--- src/rtl/sphere_list_traverser.sv ---
// sphere_list_traverser
//
// Walks one ray across a table of NUM_SPHERES spheres, presenting one sphere
// per cycle to the downstream SphereHit stage, and reduces the returned hit
// stream to the closest hit. The result is offered with a valid/ready pair.
//
// Optional feature macro: SPHERE_TRAVERSE_EARLY_EXIT_EN
//   When defined, an any-hit query stops issuing as soon as a hit arrives.
//   When undefined, any_hit is captured but has no effect.
//
// Packed record layouts (MSB first):
//   ray      : 6 x 32-bit Fixed (origin xyz, direction xyz)       [191:0]
//   sphere   : 4 x 32-bit Fixed (center xyz, radius)              [127:0]
//   color    : RGB8                                               [23:0]
//   pi       : primitive index, all ones = NULL                   [15:0]
//   st       : surface type, 0 = ST_None                          [1:0]
//   hit data : {bHit[74], T[73:42] signed, PI[41:26], ST[25:24], color[23:0]}
//
// Ports:
//   clk, resetn         clock, synchronous active-low reset
//   start, ray, any_hit traversal request (accepted in IDLE only)
//   busy                high whenever not IDLE
//   sph_idx             sphere table read address
//   sph*                combinational table read data
//   hit_*               operands to SphereHit
//   hit_data            SphereHit result (HIT_LATENCY edges after issue)
//   out_valid/out_ready/out_hit  closest-hit result handshake
//
// States:
//   IDLE   | waiting for start
//   ISSUE  | presenting one sphere per cycle
//   DRAIN  | waiting for in-flight results to come back
//   OUTPUT | result held on out_hit until out_ready

module sphere_list_traverser #(
    parameter int NUM_SPHERES = 8,
    parameter int HIT_LATENCY = 1,
    localparam int IDX_W      = (NUM_SPHERES > 1) ? $clog2(NUM_SPHERES) : 1,
    localparam int FIXED_W    = 32,
    localparam int RAY_W      = 6 * FIXED_W,
    localparam int SPHERE_W   = 4 * FIXED_W,
    localparam int RGB_W      = 24,
    localparam int PI_W       = 16,
    localparam int ST_W       = 2,
    localparam int HIT_W      = 1 + FIXED_W + PI_W + ST_W + RGB_W
) (
    input  logic                clk,
    input  logic                resetn,
    input  logic                start,
    input  logic [RAY_W-1:0]    ray,
    input  logic                any_hit,
    output logic                busy,
    output logic [IDX_W-1:0]    sph_idx,
    input  logic [SPHERE_W-1:0] sph,
    input  logic [RGB_W-1:0]    sph_color,
    input  logic [PI_W-1:0]     sph_pi,
    input  logic [ST_W-1:0]     sph_st,
    output logic [RAY_W-1:0]    hit_ray,
    output logic [SPHERE_W-1:0] hit_sphere,
    output logic [RGB_W-1:0]    hit_color,
    output logic [PI_W-1:0]     hit_pi,
    output logic [ST_W-1:0]     hit_st,
    input  logic [HIT_W-1:0]    hit_data,
    output logic                out_valid,
    input  logic                out_ready,
    output logic [HIT_W-1:0]    out_hit
);

    typedef enum logic [1:0] {IDLE, ISSUE, DRAIN, OUTPUT} state_t;

    localparam logic [PI_W-1:0]    NULL_PI   = '1;
    localparam logic [FIXED_W-1:0] FIXED_MAX = {1'b0, {(FIXED_W-1){1'b1}}};
    localparam logic [HIT_W-1:0]   BEST_INIT = {1'b0, FIXED_MAX, NULL_PI, {ST_W{1'b0}}, {RGB_W{1'b0}}};

    state_t                 state, state_nx;
    logic [RAY_W-1:0]       ray_q;
    logic                   any_hit_q;
    logic [IDX_W-1:0]       cnt;
    logic [HIT_LATENCY-1:0] inflight;
    logic [HIT_W-1:0]       best;
    logic [HIT_W-1:0]       out_hit_q;

    logic                   push;
    logic                   cand_valid;
    logic                   cand_hit;
    logic signed [FIXED_W-1:0] cand_t;
    logic                   best_hit;
    logic signed [FIXED_W-1:0] best_t;
    logic                   take;
    logic                   last_idx;
    logic                   early_exit;

    assign cand_valid = inflight[HIT_LATENCY-1];
    assign cand_hit   = hit_data[HIT_W-1];
    assign cand_t     = hit_data[HIT_W-2 -: FIXED_W];
    assign best_hit   = best[HIT_W-1];
    assign best_t     = best[HIT_W-2 -: FIXED_W];

    // Strict less-than so that an equal T keeps the earlier (lower index) hit.
    assign take     = cand_valid && cand_hit && (!best_hit || (cand_t < best_t));
    assign last_idx = (cnt == IDX_W'(NUM_SPHERES - 1));

`ifdef SPHERE_TRAVERSE_EARLY_EXIT_EN
    assign early_exit = any_hit_q && cand_valid && cand_hit;
`else
    // any_hit is still captured so the port behaves identically; it never
    // affects sequencing in this build.
    assign early_exit = any_hit_q & 1'b0;
`endif

    always_comb begin
        state_nx = state;
        case (state)
            IDLE:    if (start) state_nx = ISSUE;
            ISSUE:   if (last_idx || early_exit) state_nx = DRAIN;
            DRAIN:   if (inflight == '0) state_nx = OUTPUT;
            OUTPUT:  if (out_ready) state_nx = IDLE;
            default: state_nx = IDLE;
        endcase
    end

    // The in-flight bit is loaded on the edge that begins a sphere's
    // presentation cycle, so it reaches the last stage exactly when that
    // sphere's hit_data is sampled HIT_LATENCY edges later.
    assign push = (state_nx == ISSUE);

    always_ff @(posedge clk) begin
        if (!resetn) begin
            state     <= IDLE;
            ray_q     <= '0;
            any_hit_q <= 1'b0;
            cnt       <= '0;
            inflight  <= '0;
            best      <= BEST_INIT;
            out_hit_q <= BEST_INIT;
        end else begin
            state       <= state_nx;
            inflight[0] <= push;
            for (int i = 1; i < HIT_LATENCY; i++) begin
                inflight[i] <= inflight[i-1];
            end

            if (state == IDLE && start) begin
                ray_q     <= ray;
                any_hit_q <= any_hit;
                cnt       <= '0;
                best      <= BEST_INIT;
            end else begin
                if (take) begin
                    best <= hit_data;
                end
                if (state == ISSUE) begin
                    cnt <= cnt + IDX_W'(1);
                end
            end

            if (state == DRAIN && state_nx == OUTPUT) begin
                out_hit_q <= best;
            end
        end
    end

    assign busy       = (state != IDLE);
    assign sph_idx    = cnt;
    assign hit_ray    = ray_q;
    assign hit_sphere = sph;
    assign hit_color  = sph_color;
    assign hit_st     = sph_st;
    assign hit_pi     = (state == ISSUE) ? sph_pi : NULL_PI;
    assign out_valid  = (state == OUTPUT);
    assign out_hit    = out_hit_q;

endmodule

--- config.mk ---
export PLATFORM = sky130hd
export DESIGN_NAME = sphere_list_traverser
export DESIGN_NICKNAME = d
export VERILOG_FILES = /design/src/rtl/sphere_list_traverser.sv
export SDC_FILE = /design/constraint.sdc
export NUM_CORES = 1
export LEC_CHECK = 0
export BUFFER_PORTS_ARGS = -buffer_cell sky130_fd_sc_hd__buf_2
export CORE_AREA = 8 8 337 339
export CTS_BUF_LIST = sky130_fd_sc_hd__clkbuf_8
export CTS_CLUSTER_DIAMETER = 100
export DETAILED_ROUTE_END_ITERATION = 8
export DIE_AREA = 0 0 345 347
export PLACE_DENSITY_LB_ADDON = 0.08
export REMOVE_ABC_BUFFERS = 1
export SYNTH_ARGS = -nofsm -noshare
export SYNTH_HDL_FRONTEND = slang
export SYNTH_SLANG_ARGS = --single-unit
--- constraint.sdc ---
create_clock -name clk -period 3.1 [get_ports clk]
set_input_delay 0.155 -clock clk [delete_from_list [all_inputs] [get_ports clk]]
set_output_delay 0.155 -clock clk [all_outputs]
set_load 0.05 [all_outputs]
==> summary.md <==
| Metric | Value |
|---|---|
| Top Ports | 884 |
| Final setup vio count | 0 |
| Routed WL per cell | 28.46 um |
| Drt drc | 0 |
| Cell taking the most area after synthesis | dfxtp_1 |
| WHS Endpoint | best[36] |
| Clk_lat worst skew | 0.69 ns |
| Std cell rows | 121 |
| # nets final | ~3,000 |
| Share of post-route cells with drive strength above 1 | 27.77% |
| YS warnings | 0 |
| Hold depth | 4 |
| Reg power frac | 40.9% |
| Max-slew violations | 0 |
| CP endpoint kind | register |
| P&R area growth vs syn | 54.82% |
| Crit path launch type | register |
| Synth top cells by count | nand2_1 (514), dfxtp_1 (348), a21boi_0 (220) |
| CTS tree | yes |
| Most used DFF post-synth | dfxtp_1 |
| Die ar. | 119,700 um^2 |
| Mapped Area | 14,850 um^2 |
| CP required | roughly 3.7 ns |
| Pre-CTS setup slack | 0.5344 ns |
| Count leader, synth | nand2_1 |
| Fin crit share | between 80% and 90% |
| Routed vias/inst | 3.944 |
| Final Hold Fails | 0 |
| Antenna violations before repair | 10 |
| Run status | completed |
| Worst hold start | hit_data[36] |
| GRT Util Overall | 18.16% |
| Iteration-0 DRC Markers | 810 |
| Final worst setup slack | 0.4331 ns |
| Shortest period the worst path allows | between 2 and 3 ns |
| Min-Delay Path Class | primary input to register |
| CTS buffer count | 77 |
| H-tree level count | 3 |
| Die height | around 350 um |
| FMAX | 375.0 MHz |
| PD cells | 507.0 nW/um^2 |
| Clock Skew | 0.03363 ns |
| Max-cap check violation count | 0 |
| Worst reg2reg path depth | 6 |
| Share of the synthesized area in the top cell type | 46.92% |
| Finished Layout Cells | 3,999 |
| Syn_area_per_cell | 8.308 um^2 |
| CTS Sinks | roughly 350 |
| Post-route ant nets | 0 |
| Crit Path Category | register to register |
| RSZ-0062 raised after global routing | no |
| Seq/Total Area, Yosys | a little under half |
| Library cells used by synthesis | 41 |
| DP HPWL | 86,710 um |
| Die Span X | ~350 um |
| Leakage | 10.30 nW |
| Number of synthesized register bits | 348 |
| Crit path DAT | 3.28 ns |
| WL final | 113,800 um |
| Internal power | 7.996 mW |
| Crit path max fanout | 19 |
| Setup TNS | 0 ns |
| Clock Tree Root | clkbuf_8 |
| First-pass DRT Iterations | 5 |
| Sw Share | 31.38% |
| Largest net degree at the start of global routing | 105 |
| Number of enable flip-flop cells after synthesis | 0 |
| R2r setup slk | 0.43 ns |
| Core area | 108,100 um^2 |
| Via count | about 16,000 |
| Port buffer count | 574 |
| Util after Layout | 21.26% |
| Min Hold Slack | 0.2438 ns |
| RD Place Congestion | 0.7294 |
| Global-route wire length before repair | approximately 150,000 um |
| Net Sw Power | around 3.7 mW |
| End of the worst register-to-register path | hit_ray[26] |
| Placed instance count | 3,521 |
| Grt total ovfl | 0 |
| Rel. slew slack | 37.07% |
| Mapped Cells | 1,787 |
| R2r startpoint | state[0] |
| Vias in the first global route | roughly 16,000 |
| Area contributors post-synth | dfxtp_1 (47%), nand2_1 (13%), a21boi_0 (11%) |
| Comb power frac | 17.6% |
| Clock slew at reported path FFs | 0.06 ns |
| Worst vdd ir | between 0.2 and 0.25 mV |
| Worst-Margin Slew | 0.9439 ns |
| Clock Tree Buf Depth | 3 |
| Initial Util | 13.73% |
| Async S/R FF share, synth | 0% |
| Postcts setup bufs | 0 |
| Clk pwr share | 41.6% |
| Post-CTS Resized | 0 |
## worst max path at each step
| stage | depth (start not counted) | slack [ns] | startpoint | to |
|---|---|---|---|---|
| floorplan | 4 | -3.96 | state[0] | hit_ray[0] |
| detailed placement | 9 | 0.53 | best[67] | best[7] |
| CTS | 6 | 0.32 | state[0] | hit_ray[102] |
| global route | 6 | 0.16 | state[0] | hit_ray[26] |
| global placement | 10 | 0.52 | best[44] | best[11] |
| finish | 6 | 0.43 | state[0] | hit_ray[26] |
## power groups by stage
stage          registers, mW  clock network [mW]  logic [mW]
6_report                4.76                4.84        2.05
5_1_grt                 4.78                5.33        2.21
4_1_cts                 4.76                5.15        2.08
3_5_place_dp            4.86                   0        1.72
3_3_place_gp            4.85                   0        1.71
2_1_floorplan           5.34                   0       0.525
## logic make-up after synthesis
group | share of synthesized area (%)
XOR/XNOR | 0.05900
AO/OA/AOI/OAI | 17.39
AND/OR/NAND/NOR | 19.66
flip-flops | 46.92
multiplexers | 0.3624
buffers and inverters | 12.83
adder cells (fa/ha/maj) | 2.781
## worst max-delay path, cell delays in order, from the launching register on
cell	delay, ns
dfxtp_1	0.41
or2_1	0.32
nor2_4	0.68
buf_4	0.38
nand2_1	0.08
a21boi_0	0.18
dlygate4sd3_1	0.56
## per-stage QoR
| step | total power, mW | instance area (um^2) |
|---|---|---|
| floorplan | 5.867 | 13070 |
| global placement | 6.561 | 18180 |
| detailed placement | 6.572 | 18180 |
| CTS | 11.99 | 22960 |
| global route | 12.32 | 22980 |
| finish | 11.65 | 22990 |
## routing by layer
layer  GRT usage (%)  part of all wire (%)
met1           18.32                    36
met2           24.85                    39
met3           19.38                    22
met4           3.550                   1.5
met5           9.720                   1.4
## layout make-up
| class | count | area, um^2 |
|---|---|---|
| Fill cell | 12209 | 85110 |
| Sequential cell | 348 | 6967 |
| Timing Repair Buffer | 945 | 6700 |
| Multi-Input combinational cell | 1120 | 6013 |
| Tap cell | 1414 | 1769 |
| Clock buffer | 88 | 1211 |
| Clock inverter | 41 | 176.4 |
| Inverter | 33 | 123.9 |
| Antenna cell | 10 | 25.02 |
## cells in the final DEF, fill, tap and decap left out, types with 2 or more instances in the layout
cell type      count
dfxtp_1          348
a211oi_1           3
ha_1              33
nor2b_1            5
clkbuf_8          88
mux2i_1            2
nor2_1            10
a21boi_0         220
nand2_1          514
o21ai_0           56
nand3_1          138
diode_2           10
o21ai_1           26
o211ai_1          30
nand4_1            4
clkinvlp_4         4
dlygate4sd3_1    339
a21o_1             2
nand2b_1          16
buf_4             17
and2_1             2
inv_1             67
buf_2            573
clkinv_2           2
a21oi_1           38
buf_12            15
## registers in the layout, indices dropped and copies added, names as in the netlist
register and flops:
sph_idx 3, out_hit 75, hit_ray 192, state 2, cand_valid 1, best 75
## what timing repair did
action | 4_1_cts | 5_1_grt
hold endpoints to repair | 311 | 0
setup endpoints to repair | 0 | 0
hold buffers | 339 | 0
No activity file was read; power rests on OpenSTA's default activity.
